`src/rtl/fetch_unit_pkg.sv`:
```
// Shared fetch-stage types: next-PC opcodes (common with the decoder), queue entry and FSM state.
package fetch_unit_pkg;

    localparam int unsigned NPC_OP_LENGTH = 2;

    typedef enum logic [NPC_OP_LENGTH-1:0] {
        NPC_OP_PLUS4  = 2'b00,
        NPC_OP_JUMP   = 2'b01,
        NPC_OP_BRANCH = 2'b10
    } npc_op_e;

    typedef struct packed {
        logic [31:0] pc;
        logic [31:0] instr;
    } fetch_entry_t;

    typedef enum logic {
        StRun,
        StDrain
    } fetch_state_e;

    function automatic logic [31:0] branch_target(input logic [31:0] pc4, input logic [15:0] imm);
        return pc4 + {{14{imm[15]}}, imm, 2'b00};
    endfunction

    function automatic logic [31:0] jump_target(input logic [31:0] pc4, input logic [25:0] idx);
        return {pc4[31:28], idx, 2'b00};
    endfunction

endpackage

```
`src/rtl/fetch_queue.sv`:
```
// Two-entry FIFO of {pc, instr} between the imem response port and decode; registered head.
module fetch_queue
    import fetch_unit_pkg::*;
(
    input  logic         clk,
    input  logic         rst,
    input  logic         push_i,
    input  fetch_entry_t push_entry_i,
    input  logic         pop_i,
    input  logic         flush_i,
    output fetch_entry_t head_o,
    output logic         full_o,
    output logic         empty_o
);

    fetch_entry_t mem_q [2];
    fetch_entry_t mem_d [2];
    logic         rd_ptr_q, rd_ptr_d;
    logic [1:0]   count_q, count_d;
    logic         wr_ptr;
    logic         do_push, do_pop;

    always_comb begin
        mem_d    = mem_q;
        rd_ptr_d = rd_ptr_q;
        count_d  = count_q;
        do_pop   = pop_i && (count_q != 2'd0);
        // A full queue still accepts a push when the head leaves in the same cycle.
        do_push  = push_i && ((count_q != 2'd2) || do_pop);
        wr_ptr   = rd_ptr_q ^ count_q[0];
        if (flush_i) begin
            rd_ptr_d = 1'b0;
            count_d  = 2'd0;
        end else begin
            if (do_push) mem_d[wr_ptr] = push_entry_i;
            if (do_pop) rd_ptr_d = ~rd_ptr_q;
            count_d = count_q + {1'b0, do_push} - {1'b0, do_pop};
        end
    end

    always_ff @(posedge clk) begin
        if (rst) begin
            mem_q[0] <= '0;
            mem_q[1] <= '0;
            rd_ptr_q <= 1'b0;
            count_q  <= 2'd0;
        end else begin
            mem_q    <= mem_d;
            rd_ptr_q <= rd_ptr_d;
            count_q  <= count_d;
        end
    end

    assign head_o  = mem_q[rd_ptr_q];
    assign full_o  = (count_q == 2'd2);
    assign empty_o = (count_q == 2'd0);

endmodule

```
`src/rtl/fetch_unit.sv`:
```
// Instruction fetch: PC, imem req/gnt/rvalid handshake, 2-entry queue, redirect with discard.
// Optional FETCH_PERF_EN adds perf_fetched / perf_flushed counters.
module fetch_unit
    import fetch_unit_pkg::*;
#(
    parameter logic [31:0] RESET_PC        = 32'h0000_3000,
    parameter int unsigned MAX_OUTSTANDING = 2
) (
    input  logic                     clk,
    input  logic                     rst,
    output logic                     imem_req,
    output logic [31:0]              imem_addr,
    input  logic                     imem_gnt,
    input  logic                     imem_rvalid,
    input  logic [31:0]              imem_rdata,
    output logic [31:0]              instrD,
    output logic [31:0]              pcD,
    output logic                     instrD_valid,
    input  logic                     instrD_ready,
    input  logic                     dec_fire,
    input  logic [NPC_OP_LENGTH-1:0] npcOp,
    input  logic                     isTaken,
    input  logic [31:0]              pcD4,
    input  logic [15:0]              imm16,
`ifdef FETCH_PERF_EN
    output logic [31:0]              perf_fetched,
    output logic [31:0]              perf_flushed,
`endif
    input  logic [25:0]              jidx26
);

    localparam logic [1:0] MaxOut = 2'(MAX_OUTSTANDING);

    logic [31:0]  fpc_q, fpc_d;
    logic [31:0]  rpc_q, rpc_d;
    logic [1:0]   out_q, out_d;
    logic [1:0]   discard_q, discard_d;
    fetch_state_e state_q, state_d;

    logic         redirect, grant, push, drop, q_pop, q_full, q_empty;
    logic [1:0]   occ;
    logic [2:0]   inflight;
    logic [31:0]  target;
    fetch_entry_t head, push_entry;

`ifdef FETCH_PERF_EN
    logic [31:0] fetched_q, fetched_d, flushed_q, flushed_d;
`endif

    always_comb begin
        redirect = dec_fire && ((npcOp == NPC_OP_JUMP) || ((npcOp == NPC_OP_BRANCH) && isTaken));
        target   = (npcOp == NPC_OP_JUMP) ? jump_target(pcD4, jidx26) : branch_target(pcD4, imm16);

        occ      = q_full ? 2'd2 : (q_empty ? 2'd0 : 2'd1);
        q_pop    = !q_empty && instrD_ready;
        // Counting the slot freed by this cycle's pop keeps a 1-per-cycle stream at 1-cycle latency.
        inflight = {1'b0, out_q} + {1'b0, occ} - {2'b0, q_pop};
        imem_req = !rst && (inflight < 3'd2) && (out_q < MaxOut);
        grant    = imem_req && imem_gnt;

        drop     = imem_rvalid && (redirect || (state_q == StDrain));
        push     = imem_rvalid && !drop;
        push_entry.pc    = rpc_q;
        push_entry.instr = imem_rdata;

        out_d = out_q;
        unique case ({grant, imem_rvalid})
            2'b10:   out_d = out_q + 2'd1;
            2'b01:   out_d = out_q - 2'd1;
            default: out_d = out_q;
        endcase

        // Everything still outstanding after this cycle belongs to the abandoned path.
        discard_d = discard_q;
        if (redirect) discard_d = out_d;
        else if (drop) discard_d = discard_q - 2'd1;
        state_d = (discard_d != 2'd0) ? StDrain : StRun;

        fpc_d = fpc_q;
        if (redirect) fpc_d = target;
        else if (grant) fpc_d = fpc_q + 32'd4;

        rpc_d = rpc_q;
        if (redirect) rpc_d = target;
        else if (push) rpc_d = rpc_q + 32'd4;

`ifdef FETCH_PERF_EN
        fetched_d = fetched_q + {31'b0, push};
        flushed_d = flushed_q + {31'b0, drop} + (redirect ? {30'b0, occ} : 32'd0);
`endif
    end

    always_ff @(posedge clk) begin
        if (rst) begin
            fpc_q     <= RESET_PC;
            rpc_q     <= RESET_PC;
            out_q     <= 2'd0;
            discard_q <= 2'd0;
            state_q   <= StRun;
`ifdef FETCH_PERF_EN
            fetched_q <= 32'd0;
            flushed_q <= 32'd0;
`endif
        end else begin
            fpc_q     <= fpc_d;
            rpc_q     <= rpc_d;
            out_q     <= out_d;
            discard_q <= discard_d;
            state_q   <= state_d;
`ifdef FETCH_PERF_EN
            fetched_q <= fetched_d;
            flushed_q <= flushed_d;
`endif
        end
    end

    fetch_queue u_queue (
        .clk          (clk),
        .rst          (rst),
        .push_i       (push),
        .push_entry_i (push_entry),
        .pop_i        (q_pop),
        .flush_i      (redirect),
        .head_o       (head),
        .full_o       (q_full),
        .empty_o      (q_empty)
    );

    assign imem_addr    = fpc_q;
    assign instrD       = head.instr;
    assign pcD          = head.pc;
    assign instrD_valid = !q_empty;

`ifdef FETCH_PERF_EN
    assign perf_fetched = fetched_q;
    assign perf_flushed = flushed_q;
`endif

endmodule
```
`config.mk`:
```
export PLATFORM = sky130hd
export DESIGN_NAME = fetch_unit
export DESIGN_NICKNAME = d
export VERILOG_FILES = /design/src/rtl/fetch_unit_pkg.sv /design/src/rtl/fetch_queue.sv /design/src/rtl/fetch_unit.sv
export SDC_FILE = /design/constraint.sdc
export NUM_CORES = 1
export LEC_CHECK = 0
export CORE_MARGIN = 1
export CORE_UTILIZATION = 45
export CTS_CLUSTER_DIAMETER = 100
export DETAILED_ROUTE_END_ITERATION = 16
export PLACE_DENSITY_LB_ADDON = 0.05
export SYNTH_ARGS = -nofsm -noshare
export SYNTH_HDL_FRONTEND = slang
export SYNTH_SLANG_ARGS = --single-unit
```
`constraint.sdc`:
```
create_clock -name clk -period 3.7 [get_ports clk]
set_clock_uncertainty 0.05 [all_clocks]
set_input_delay 0.37 -clock clk [delete_from_list [all_inputs] [get_ports clk]]
set_output_delay 0.37 -clock clk [all_outputs]
set_load 0.005 [all_outputs]
```
## Word-level counts from Yosys, hierarchy flattened

Cells that the tools add are included.

- Output and inout port bits: 98
- Bits of input ports: 115
- Flip-flop bits (word level): 200

- Add/subtract/negate cells: 10
- $lt $le $gt $ge: 5
- Eq/ne operators: 6
- Reductions and logical operators: 24
- Multiplexer cells: 17
- Bitwise gates (word level): 5

Operators with widths:

| kind | count |
|---|---|
| two-way mux 64 bit | 4 |
| two-way mux 32 bit | 5 |
| bitwise mux 128 bit | 1 |
| adder 32 x 3 -> 32 bit (second input constant) | 2 |
| demux 64 bit (select 1 bit) | 1 |
| adder 32 bit | 1 |
| logical AND 1 bit | 11 |
| nonzero test 2 bit | 4 |
| == test 2 bit (second input constant) | 3 |
| two-way mux 2 bit | 3 |
| == test 2 x 1 -> 1 bit (second input constant) | 2 |
| >= comparator 2 bit (second input constant) | 2 |
| inverter 1 -> 2 bit | 2 |
| one-hot mux 2 bit (2 select lines) | 1 |
| subtractor 2 x 1 -> 2 bit (second input constant) | 2 |
| adder 2 x 2 -> 3 bit | 1 |
| zero test 1 bit | 3 |
| logical OR 1 bit | 3 |
| less-than comparator 3 x 2 -> 1 bit (second input constant) | 1 |
| subtractor 3 x 1 -> 3 bit | 1 |
| adder 2 x 1 -> 2 bit | 1 |
| adder 2 x 1 -> 2 bit (second input constant) | 1 |
| zero test 2 bit | 1 |
| less-than comparator 2 x 1 -> 1 bit (second input constant) | 1 |
| 8 further kinds | 10 |

## Depth between registers and ports, before layout

Gate-level depths: netlist (run 1).

- Depth after elaboration: 14
- Depth in mapped cells: 17
- Mapped depth without buffers: 16

## Cells and area by module

A second synthesis (run 1) with hierarchy kept.

- Cell total of the unflattened synthesis: 1443
- Area total of the unflattened synthesis: 11340.9 um^2

Modules (own cells, without submodules):

| module | sequential area each (um^2) | area each (um^2) | instances | cells an instance |
|---|---|---|---|---|
| fetch_queue | 2622.5 | 5779.3 | 1 | 678 |
| fetch_unit | 1381.3 | 5561.6 | 1 | 765 |

## Worst setup path after synthesis (run 1)

No wires, ideal clock.

- Kind: reg2reg
- Start point: reg u_queue.count_q[0]
- End point: reg state_q
- Stages on the path, launching flop included: 17
- Path buffers: 1
- Required time: 3.594 ns
- Data arrival time: 3.727 ns
- Setup slack: -0.133 ns
- Period minus slack after synthesis: 3.833 ns
- Cell sequence: dfxtp_1 or2_2 and2_1 ha_1 nand2b_1 fa_1 xnor2_1 nor4b_1 and2_1 clkbuf_1 clkinv_1 ha_1 or3_1 a21oi_1 nor2_1 a21oi_1 or2_2

RTL lines:

| item | RTL line | source |
|---|---|---|
| start, declared | fetch_queue.sv:19 | `logic [1:0] count_q, count_d;` |
| start signal, assigned | fetch_queue.sv:50 | `count_q <= count_d;` |
| zero test 2 bit (*) | fetch_queue.sv:56 | `assign empty_o = (count_q == 2'd0);` |
| zero test 1 bit (*) | -- |  |
| via instrD_valid | fetch_unit.sv:18 | `output logic instrD_valid,` |
| logical AND 1 bit (*) | fetch_unit.sv:55 | `q_pop = !q_empty && instrD_ready;` |
| subtractor 3 x 1 -> 3 bit (*) | fetch_unit.sv:57 | `inflight = {1'b0, out_q} + {1'b0, occ} - {2'b0, q_pop};` |
| less-than comparator 3 x 2 -> 1 bit (*) | fetch_unit.sv:58 | `imem_req = !rst && (inflight < 3'd2) && (out_q < MaxOut);` |
| logical AND 1 bit (*) (2 in series) | fetch_unit.sv:58 |  |
| via imem_req | fetch_unit.sv:11 | `output logic imem_req,` |
| logical AND 1 bit (*) | fetch_unit.sv:59 | `grant = imem_req && imem_gnt;` |
| == test 2 x 1 -> 1 bit / == test 2 bit (equally long branches) | fetch_unit.sv:67 | `unique case ({grant, imem_rvalid})` |
| one-hot mux 2 bit (2 select lines) (*) | fetch_unit.sv:67 |  |
| two-way mux 2 bit (*) | fetch_unit.sv:75 | `if (redirect) discard_d = out_d;` |
| nonzero test 2 bit (*) | fetch_unit.sv:77 | `state_d = (discard_d != 2'd0) ? StDrain : StRun;` |
| two-way mux 1 bit (*) | fetch_unit.sv:77 |  |
| end signal, assigned | fetch_unit.sv:99 | `state_q <= StRun;` |
| end signal, assigned | fetch_unit.sv:109 | `state_q <= state_d;` |
| end, declared | fetch_unit.sv:38 | `fetch_state_e state_q, state_d;` |

Mark *: on every way through the listed nets, which the timed path passes. The rest lies on a longest branch.
A chain may end at the register's enable or synchronous reset.

## Final worst setup path (run 1)

- Start point: reg u_queue.count_q[1]
- End point: reg state_q

- Cells in the longest elaborated chain, start to end: 14

RTL lines:

| item | RTL line | source |
|---|---|---|
| zero test 2 bit | fetch_queue.sv:56 |  |
| two-way mux 1 bit | fetch_unit.sv:54 | `occ = q_full ? 2'd2 : (q_empty ? 2'd0 : 2'd1);` |
| two-way mux 2 bit | fetch_unit.sv:54 |  |
| adder 2 x 2 -> 3 bit | fetch_unit.sv:57 |  |
| subtractor 3 x 1 -> 3 bit (*) | fetch_unit.sv:57 |  |
| less-than comparator 3 x 2 -> 1 bit (*) | fetch_unit.sv:58 |  |
| logical AND 1 bit (*) (2 in series) | fetch_unit.sv:58 |  |
| logical AND 1 bit (*) | fetch_unit.sv:59 |  |
| == test 2 x 1 -> 1 bit / == test 2 bit (equally long branches) | fetch_unit.sv:67 |  |
| one-hot mux 2 bit (2 select lines) (*) | fetch_unit.sv:67 |  |
| two-way mux 2 bit (*) | fetch_unit.sv:75 |  |
| nonzero test 2 bit (*) | fetch_unit.sv:77 |  |
| two-way mux 1 bit (*) | fetch_unit.sv:77 |  |

Mark *: on every way between the ends. The rest lies on a longest branch, timed or not.

==> results of run 1 <==
## power by group through the flow
stage          sequential (mW)  clock [mW]  combinational (mW)
2_1_floorplan             2.54           0                1.35
3_3_place_gp              2.61           0                2.22
3_5_place_dp              2.62           0                2.23
4_1_cts                   2.57        1.85                2.25
5_1_grt                   2.60        1.93                2.50
6_report                  2.57        1.80                2.27
## stage by stage
stage | setup WS [ps] | instances | hold WS [ps] | total power, mW | util
6_report | 245.8 | 1927 | 402.3 | 6.635 | 0.5943
5_1_grt | -29.95 | 1927 | 421.0 | 7.027 | 0.5943
4_1_cts | 125.9 | 1927 | 404.6 | 6.662 | 0.5930
3_5_place_dp | -10.91 | 1896 | 393.9 | 4.850 | 0.5690
3_3_place_gp | 54.25 | 1896 | 387.7 | 4.823 | 0.5690
2_1_floorplan | 27.12 | 1414 | 382.9 | 3.894 | -
## layout by cell type (no fill, tap or decap), drive strengths merged, types with 4 or more instances in the layout
cell / netlist / layout
a2111oi: 4 / 4
a211oi: 16 / 16
a21boi: 12 / 12
a21o: 13 / 13
a21oi: 209 / 209
a31oi: 17 / 17
and2: 14 / 14
and3: 16 / 16
buf: 11 / 37
clkbuf: 74 / 18
clkdlybuf4s50: 0 / 210
clkinv: 1 / 5
dfxtp: 198 / 198
ha: 36 / 36
inv: 29 / 37
mux2: 64 / 64
mux2i: 4 / 4
nand2: 328 / 328
nand2b: 7 / 7
nand3: 28 / 28
nand4: 18 / 18
nor2: 79 / 79
nor2b: 5 / 5
nor3: 31 / 31
o211ai: 7 / 7
o21a: 10 / 10
o21ai: 46 / 46
o21bai: 8 / 8
o221ai: 4 / 4
o22a: 6 / 6
o31ai: 4 / 4
or2: 10 / 10
xnor2: 32 / 32
xor2: 28 / 28
## worst min-delay path, cell delays in order (launching register included)
cell	delay [ps]
dfxtp_1	310
nand2_1	50
a21oi_1	50
## timing repair
action,in CTS,in global routing
endpoints found under the setup margin,0,3
gates resized for setup,0,8
hold buffers,0,0
buffers inserted,0,0
## cells by family (layout without fill, tap and decap cells)
group           after synthesis  count (layout)  share of synthesized area
compound gates              388             388                     0.2128
xor+xnor                     60              60                    0.04817
fa+ha+maj                    38              38                    0.04496
buf+inv                     115             309                    0.04094
flops                       198             198                     0.3633
mux                          68              68                    0.06973
simple gates                547             547                     0.2201
## layout make-up
type / instances / area, um^2
inverter: 30 / 113.9
clock inverter: 13 / 137.6
tap: 319 / 399.1
timing repair buffer: 248 / 2425
fill: 2197 / 9579
sequential: 198 / 3965
clock buffer: 18 / 429.2
multi-input combinational: 1101 / 6564
## flip-flops by register name, indices dropped and copies added, names as in the netlist
register / count
u_queue.count_q: 2
imem_addr: 31
u_queue.rd_ptr_q: 1
rpc_q: 31
out_q: 2
discard_q: 2
u_queue.mem_q: 128
state_q: 1
## metal layers
layer,wire length [um],vias up,GRT usage
li1,-,5287,-
met2,13980,301,0.3969
met3,1899,36,0.04736
met4,575,0,0.07628
met5,0,-,0
met1,14770,4825,0.3414
## synth_stat cells, types with 4 or more instances
master / instances
and3_1: 14
clkbuf_1: 74
o31ai_1: 4
inv_1: 29
o21a_1: 10
xor2_1: 28
o21bai_1: 8
or2_2: 9
and2_1: 13
nor3_1: 29
xnor2_1: 32
nand4_1: 17
nand2b_1: 6
nor2b_1: 5
buf_1: 5
a31oi_1: 17
o21ai_0: 44
o221ai_1: 4
nand3_1: 28
dfxtp_1: 198
mux2i_1: 4
mux2_2: 64
a211oi_1: 15
a21oi_1: 209
ha_1: 36
nand2_1: 328
o211ai_1: 7
a21boi_0: 12
o22a_1: 6
a21o_1: 13
nor2_1: 79
## worst min-delay path by stage
stage / cells after the start / slack, ps / end
finish: 2 / 400 / u_queue.mem_q[118]$_SDFFE_PP0P_
global placement: 2 / 390 / u_queue.mem_q[34]$_SDFFE_PP0P_
CTS: 2 / 400 / u_queue.mem_q[93]$_SDFFE_PP0P_
floorplan: 2 / 380 / u_queue.mem_q[0]$_SDFFE_PP0P_
detailed placement: 2 / 390 / u_queue.mem_q[93]$_SDFFE_PP0P_
global route: 2 / 420 / u_queue.mem_q[28]$_SDFFE_PP0P_
==> results.py, run 1 <==
metrics = {
    "yosys": {
        "syn_inst": 1414,
        "synth-async-reset-ratio": 0,
        "synth_area_leaders": "dfxtp_1 (36%), nand2_1 (11%), a21oi_1 (9.6%)",
        "synth.largest_area_cell": "dfxtp_1",
        "synthDistinctLibCells": 74,
        "syn-num-nets": 1567,
        "ys_warn_count": 0,
        "syn_area_um2": 10910,
        "ys_seq_elements": 198,
        "synth_edf_count": 0,
        "synth_top_area_share": 0.3633,
        "synth_area_per_cell_um2": 7.715,
        "synth-seq-area-share": 0.3633,
        "ys.flop_type": "dfxtp_1",
    },
    "critical_path": {
        "cp.arrival_ps": 3720,
        "criticalPathCategory": "flip-flop to flip-flop",
        "reg2reg_slack_ps": 250,
        "reg2reg_depth": 16,
        "crit_chain": "or2_2, and2_1, ha_1, nand2b_1, fa_2, xnor2_1, nor4b_2, and2_4, clkinv_2, ha_4, xnor2_1, o21ai_1, a21oi_2, nor2_1, a21oi_2, or2_2",
        "cp-endpoint": "state_q$_SDFF_PP0_",
        "crit_path_end_kind": "flip-flop",
        "cp-startpoint": "u_queue.count_q[1]$_SDFF_PP0_",
        "cp_num_cells": 16,
        "critical-path-slowest-cell": "fa_2",
        "crit_path_max_fanout": 3,
        "timing.rr.start": "u_queue.count_q[1]$_SDFF_PP0_",
        "reg2reg_to": "state_q$_SDFF_PP0_",
        "worst_ep_required_time_ps": 3970,
        "crit_family": "simple AND/OR/NAND/NOR gates",
        "critical_path.startpoint_type": "flip-flop",
        "critPathBufInv": 1,
        "cpPeakStageDelay_ps": 340,
    },
    "clock_network": {
        "clock_latency_ps": 440,
        "cts_buffer_depth": 2,
        "root_buffer": "clkbuf_16",
        "clkTransAtPathRegs_ps": 70,
        "cts_tree": "done",
        "h-tree-depth": 4,
        "cts_buffers": 17,
        "cts_sinks": 198,
    },
    "grt": {
        "grt_pass1_wl_um": 49020,
        "grt_use_total": 0.2500,
        "antenna_found_initial": 0,
        "grt_pass1_vias": 9481,
        "grt-ovfl-total": 0,
        "grt_start_max_net_pins": 94,
    },
    "placed_design": {
        "post_dp_cell_area_um2": 13440,
        "hpwl_um": 22390,
        "io_buffers": 212,
        "routabilityCongestion": 0.9733,
    },
    "die": {
        "io_pins": 213,
        "initial_core_util": 0.4620,
        "fp.dieW_um": 157.7,
        "coreArea_um2": 23610,
        "die_area_um2": 24870,
        "rows": 56,
        "fp.dieH_um": 157.7,
    },
    "routing": {
        "ant_nets": 0,
        "drt_iter0_drc": 663,
        "routed_wl_um": 31230,
        "drc_errors": 0,
        "avgViaCountPerCell": 5.422,
        "firstDrtPassIters": 5,
        "routedWlPerCell_um": 16.21,
        "vias": 10450,
    },
    "worst_hold_path": {
        "hold_path.class": "flip-flop to flip-flop",
        "hold_start": "u_queue.mem_q[118]$_SDFFE_PP0P_",
    },
    "timing": {
        "tns_ps": 0,
        "post-route-period-util": 0.9336,
        "relSlewSlack": 0.3268,
        "setup_viol": 0,
        "hold_violations": 0,
        "fin_crit_ps": 3454,
        "fmax_mhz": 289.5,
        "drv_slew": 0,
        "worst_slew_pin_slew_ps": 1010,
    },
    "status": {
        "status": "completed",
    },
    "final_layout": {
        "diodes": 0,
        "fin_area_um2": 14030,
        "nets": 1749,
        "drive_gt1_frac": 0.1051,
        "area_delta_synth_final_pct": 28.64,
    },
    "pwr": {
        "total_leakage_power_nw": 5.109,
        "p_sw_mw": 2.294,
        "power_frac_comb": 0.342,
        "power_frac_clock": 0.271,
        "seqPwrFrac": 0.387,
        "powerDensity_nw_per_um2": 472.8,
        "internal_power_mw": 4.341,
        "p_sw_frac": 0.3457,
        "ir_drop_mv": 0.3049,
    },
    "flow_run": {
        "maxCapViolCount": 0,
    },
}
Note: power is estimated with default switching activity, not from simulation.
==> run 2: changes to the inputs <==
SETUP_SLACK_MARGIN = 0.02   (was not set)
==> run 2 against run 1 <==
Compared with the run above:
- first-iteration DRC count is 0.45% higher
- via count hardly changed
- core utilization hardly changed
- worst hold slack worse by 0.86 ps
- fmax about the same
- power about the same
- design area barely moved
- clock power about the same
- routed wire length about the same
- non-clock buffer count stayed put
- largest power group unchanged
==> results.py, run 2 (synthesis results as in run 1) <==
metrics = {
    "placed_design": {
        "io_buffers": 212,
        "place_ws_ps": -10.91,
        "hpwl_um": 22390,
        "post_dp_cell_area_um2": 13440,
        "dp_cells": 1896,
        "routabilityCongestion": 0.9733,
    },
    "final_layout": {
        "fin_area_um2": 14040,
        "layout_common_cells": "nand2_1 (326), clkdlybuf4s50_1 (210), a21oi_1 (207)",
        "fillers": 2196,
        "fin_util": 0.5944,
        "largest_reg_flops": 128,
        "drive_gt1_frac": 0.1057,
        "final_cells": 1927,
        "mostFrequentLayoutCell": "nand2_1",
        "diodes": 0,
        "regMostFlops": "u_queue.mem_q",
        "nets": 1749,
        "area_delta_synth_final_pct": 28.66,
    },
    "clock_network": {
        "clkTransAtPathRegs_ps": 70,
        "cts_buffers": 17,
        "root_buffer": "clkbuf_16",
        "holdBufCountCts": 0,
        "h-tree-depth": 4,
        "cts_buffer_depth": 2,
        "cts_tree": "done",
        "clock_latency_ps": 430,
        "cts_sinks": 198,
        "cts_resized": 0,
        "postCtsSetupRepairBufs": 0,
    },
    "pwr": {
        "powerDensity_nw_per_um2": 472.5,
        "finalPower_mw": 6.633,
        "ir_drop_mv": 0.3039,
        "total_leakage_power_nw": 5.109,
    },
    "timing": {
        "setup_ws_ps": 247.0,
        "timing.hold.ws_ps": 401.5,
        "tns_ps": 0,
        "hold_violations": 0,
        "relSlewSlack": 0.3364,
        "drv_slew": 0,
        "setup_viol": 0,
        "post-route-period-util": 0.9332,
        "fmax_mhz": 289.6,
        "grt_setup_unrepaired": "yes",
        "fin_crit_ps": 3453,
        "worst_slew_pin_slew_ps": 995.4,
    },
    "die": {
        "fp.dieW_um": 157.7,
        "fp.dieH_um": 157.7,
        "io_pins": 213,
        "initial_core_util": 0.4620,
        "die_area_um2": 24870,
        "coreArea_um2": 23610,
        "rows": 56,
    },
    "grt": {
        "grt_start_max_net_pins": 94,
        "grt_pass1_vias": 9481,
        "antenna_found_initial": 0,
        "grt_pass1_wl_um": 49020,
        "grt_use_total": 0.2500,
        "grt-ovfl-total": 0,
    },
    "critical_path": {
        "critPathBufInv": 1,
        "critical-path-slowest-cell": "fa_2",
        "critical_path.startpoint_type": "flip-flop",
        "cp.arrival_ps": 3720,
        "cpPeakStageDelay_ps": 340,
        "crit_path_end_kind": "flip-flop",
        "crit_path_max_fanout": 3,
        "criticalPathCategory": "flip-flop to flip-flop",
        "crit_chain": "or2_2, and2_1, ha_1, nand2b_1, fa_2, xnor2_1, nor4b_2, and2_4, clkinv_2, ha_4, xnor2_1, o21ai_1, a21oi_2, nor2_1, a21oi_2, or2_2",
        "crit_family": "simple AND/OR/NAND/NOR gates",
        "worst_ep_required_time_ps": 3970,
    },
    "routing": {
        "met1Wirelength_um": 14710,
        "avgViaCountPerCell": 5.421,
        "ant_nets": 0,
        "firstDrtPassIters": 5,
        "routedWlPerCell_um": 16.21,
        "drt_iter0_drc": 666,
        "routed_wl_um": 31240,
        "wl_met3_um": 1896,
        "dr_wl_met2_um": 14070,
        "top_layer_used": "met4",
        "vias": 10450,
        "drc_errors": 0,
    },
    "worst_hold_path": {
        "hold_path.class": "flip-flop to flip-flop",
    },
    "status": {
        "status": "completed",
    },
    "flow_run": {
        "maxCapViolCount": 0,
    },
}
[run 2: cell type report]
cell class	count	area (um^2)	area share
sequential	198	3965	0.2825
timing repair buffer	248	2425	0.1728
multi-input combinational	1101	6566	0.4678
tap	319	399.1	0.02844
clock inverter	13	137.6	0.009806
clock buffer	18	429.2	0.03058
inverter	30	113.9	0.008112
[run 2: worst register-to-register path: cells and delay by family (launching register included)]
kind | cells | cell delay, ps
flops | 1 | 330
simple gates | 7 | 1570
fa+ha+maj | 3 | 770
xor+xnor | 2 | 260
buf+inv | 1 | 70
compound gates | 3 | 300
[run 2: report_power, final]
group | internal [mW] | switching (mW) | leakage (nW)
registers | 2.37 | 0.198 | 1.61
logic | 1.07 | 1.19 | 3.23
clock network | 0.899 | 0.904 | 0.275
total | 4.34 | 2.29 | 5.11
[run 2: per-layer routing]
metal,GRT usage,vias to the layer above
met1,0.3414,4833
li1,-,5283
met3,0.04736,35
met4,0.07628,0
met5,0,-
met2,0.3969,296
[run 2: final timing paths]
kind | start | end | slack, ps | cells after the start
min | u_queue.mem_q[118]$_SDFFE_PP0P_ | u_queue.mem_q[118]$_SDFFE_PP0P_ | 400 | 2
max reg2reg | u_queue.count_q[1]$_SDFF_PP0_ | state_q$_SDFF_PP0_ | 250 | 16
min reg2reg | u_queue.mem_q[118]$_SDFFE_PP0P_ | u_queue.mem_q[118]$_SDFFE_PP0P_ | 400 | 2
max | u_queue.count_q[1]$_SDFF_PP0_ | state_q$_SDFF_PP0_ | 250 | 16
==> run 3: changes to the inputs <==
CORE_ASPECT_RATIO = 0.8   (was not set)
CORE_UTILIZATION = 48   (was 45)
SYNTH_HIERARCHICAL = 1   (was not set)
==> run 3 against run 2 <==
Compared with the run above:
- critical path depth up 1
- power down 3.0%
- fmax increased by 2.3%
- clock-buffer cell count increased by 1
- worst setup slack improved by 79 ps
- synthesized cell count grew 2.1%
- non-clock buffer count grew 11
- critical endpoint unchanged
- highest routed layer unchanged
==> results.py, run 3 <==
metrics = {
    "status": {
        "status": "completed",
    },
    "yosys": {
        "synth_edf_count": 0,
        "synth_area_leaders": "dfxtp_1 (35%), a21oi_1 (9.5%), o21ai_0 (7.5%)",
        "yosysMostFrequentCell": "a21oi_1",
        "ys.flop_type": "dfxtp_1",
        "synth-async-reset-ratio": 0,
        "synth-seq-area-share": 0.3530,
        "ys_seq_elements": 200,
        "post_synth_and_or_nand_nor_area_fraction": 0.1916,
        "synth_top_family_by_area": "compound AO/OA/AOI/OAI gates",
        "ys_top_cells_by_count": "a21oi_1 (215), dfxtp_1 (200), o21ai_0 (171), nand3_1 (163), nand2_1 (90)",
        "synthDistinctLibCells": 66,
        "syn-num-nets": 1596,
        "yosys.area_share.xor_xnor": 0.04402,
        "ys_warn_count": 6,
        "synth_mux_area_frac": 0.06719,
        "synth_compound_area_frac": 0.2521,
        "synthAdderAreaFrac": 0.04325,
        "synth.largest_area_cell": "dfxtp_1",
        "synth_top_area_share": 0.3530,
        "synth_area_per_cell_um2": 7.859,
        "syn_area_um2": 11340,
        "syn_inst": 1443,
    },
    "timing": {
        "drv_slew": 0,
        "setup_viol": 0,
        "post-route-period-util": 0.9120,
        "grt_setup_unrepaired": "no",
        "fmax_mhz": 296.3,
        "tns_ps": 0,
        "fin_crit_ps": 3374,
        "hold_violations": 0,
        "relSlewSlack": 0.3579,
        "worst_slew_pin_slew_ps": 963.2,
        "timing.hold.ws_ps": 168.0,
        "setup_ws_ps": 325.5,
    },
    "clock_network": {
        "cts_buffers": 17,
        "postCtsSetupRepairBufs": 0,
        "cts_tree": "done",
        "clock_latency_ps": 440,
        "clkTransAtPathRegs_ps": 80,
        "h-tree-depth": 4,
        "cts_buffer_depth": 2,
        "root_buffer": "clkbuf_16",
        "cts_sinks": 200,
    },
    "critical_path": {
        "crit_path_end_kind": "flip-flop",
        "criticalPathCategory": "flip-flop to flip-flop",
        "crit_path_max_fanout": 7,
        "worst_ep_required_time_ps": 4030,
        "critical_path.startpoint_type": "flip-flop",
        "cpPeakStageDelay_ps": 390,
        "crit_chain": "nand2b_1, inv_1, inv_1, nand2_1, ha_1, nand2b_1, fa_1, xnor2_1, nor4b_2, and2_1, inv_1, ha_1, or3_1, a21oi_1, nor2_1, a21oi_1, or2_2",
        "critical-path-slowest-cell": "dfxtp_2",
        "cp.arrival_ps": 3710,
        "worst_path_most_repeated_cell": "inv_1",
    },
    "die": {
        "die_area_um2": 24250,
        "fp.dieW_um": 173.9,
        "coreArea_um2": 22810,
        "rows": 49,
        "fp.dieH_um": 139.5,
        "io_pins": 213,
        "initial_core_util": 0.4973,
    },
    "grt": {
        "met1_usage": 0.4045,
        "antenna_found_initial": 0,
        "top_usage_layer": "met2",
        "grt_pass1_vias": 10500,
        "grtUsageMet3": 0.03907,
        "grt-ovfl-total": 0,
        "met2_usage": 0.4284,
        "grt_use_total": 0.2761,
        "grt_pass1_wl_um": 54780,
        "grt_start_max_net_pins": 88,
    },
    "routing": {
        "drt_iter0_drc": 1087,
        "drc_errors": 0,
        "routedWlPerCell_um": 17.65,
        "vias": 11410,
        "ant_nets": 0,
        "firstDrtPassIters": 6,
        "avgViaCountPerCell": 5.899,
        "routed_wl_um": 34140,
    },
    "worst_hold_path": {
        "hold_path.class": "input port to flip-flop",
    },
    "final_layout": {
        "drive_gt1_frac": 0.1032,
        "layout_common_cells": "a21oi_1 (215), clkdlybuf4s50_1 (211), dfxtp_1 (198)",
        "diodes": 0,
        "largest_reg_flops": 128,
        "mostFrequentLayoutCell": "a21oi_1",
        "area_delta_synth_final_pct": 27.17,
        "nets": 1768,
        "regMostFlops": "u_queue/mem_q",
        "fin_area_um2": 14420,
        "fillers": 2028,
    },
    "pwr": {
        "ir_drop_mv": 0.3056,
        "powerDensity_nw_per_um2": 446.3,
        "p_sw_frac": 0.3529,
        "power_frac_clock": 0.298,
        "internal_power_mw": 4.165,
        "seqPwrFrac": 0.383,
        "p_sw_mw": 2.271,
        "total_leakage_power_nw": 5.061,
        "power_frac_comb": 0.318,
    },
    "placed_design": {
        "hpwl_um": 23530,
        "routabilityCongestion": 0.9746,
        "post_dp_cell_area_um2": 13810,
        "io_buffers": 212,
        "place_ws_ps": -31.96,
    },
    "flow_run": {
        "maxCapViolCount": 0,
    },
}
-- run 3: cell count changes after synthesis, moves of 7 or more --
cell,change
or2_2,-7
buf_2,+16
o21ai_0,+127
a31oi_1,-7
nand2_1,-238
nor3_1,-9
nand3_1,+135
-- run 3: power by group through the flow --
stage	logic [mW]	registers, mW	clock network (mW)
after floorplan	1.26	2.46	0
after global placement	2.00	2.51	0
after detailed placement	2.01	2.51	0
after CTS	2.03	2.46	1.94
after global routing	2.23	2.49	2.03
final	2.05	2.47	1.92
-- run 3: critical path: cells and delay by family, from the launching register on --
family	cells	cell delay, ps
XOR/XNOR	1	150
flip-flops	1	390
AO/OA/AOI/OAI	2	320
AND/OR/NAND/NOR	8	1310
adder cells (fa/ha/maj)	3	950
buffers and inverters	3	170
-- run 3: path summary, 6_finish.rpt --
path                                     to                          start  cells past startpoint  slack, ps
hold / removal    imem_addr[1]$_SDFFE_PP0P_                            rst                      2        170
setup / recovery         state_q$_SDFF_PP0_  u_queue/count_q[0]$_SDFF_PP0_                     17        330
setup reg to reg         state_q$_SDFF_PP0_  u_queue/count_q[0]$_SDFF_PP0_                     17        330
hold reg to reg   imem_addr[1]$_SDFFE_PP0P_      imem_addr[1]$_SDFFE_PP0P_                      2        410
-- run 3: per-layer routing --
metal / wire (um) / vias to the layer above / share of wire
met5: 0 / - / 0
met4: 309 / 0 / 0.0091
met3: 2091 / 25 / 0.061
met2: 15210 / 374 / 0.45
met1: 16520 / 5434 / 0.48
li1: - / 5575 / -
-- run 3: logic make-up (layout without fill, tap and decap cells) --
| kind of cell | after synthesis | count (layout) |
|---|---|---|
| AOI/OAI and AO/OA | 505 | 505 |
| and+or+nand+nor | 446 | 446 |
| DFF | 200 | 200 |
| buffers and inverters | 129 | 314 |
| muxes | 68 | 68 |
| xor gates and xnor gates | 57 | 57 |
| adders and majority gates | 38 | 38 |
-- run 3: repair_timing --
| item | in CTS | in global routing |
|---|---|---|
| hold buffers | 0 | 0 |
| endpoints found under the setup margin | 0 | 2 |
| resized for setup | 0 | 3 |
-- run 3: layout make-up --
cell class                      instances  area, um^2  area share
Tap cell                              306       382.9     0.02655
Multi-Input combinational cell       1114        6839      0.4742
Clock buffer                           19       452.9     0.03140
Inverter                               23       86.33    0.005986
Sequential cell                       200        4009      0.2780
Clock inverter                         13       151.4     0.01050
Timing Repair Buffer                  259        2501      0.1734
-- run 3: through the flow --
stage / utilization / instances / total power [mW]
after floorplan: - / 1443 / 3.716
after global placement: 0.6054 / 1902 / 4.502
after detailed placement: 0.6054 / 1902 / 4.524
after CTS: 0.6319 / 1934 / 6.428
after global routing: 0.6324 / 1934 / 6.754
final: 0.6324 / 1934 / 6.436
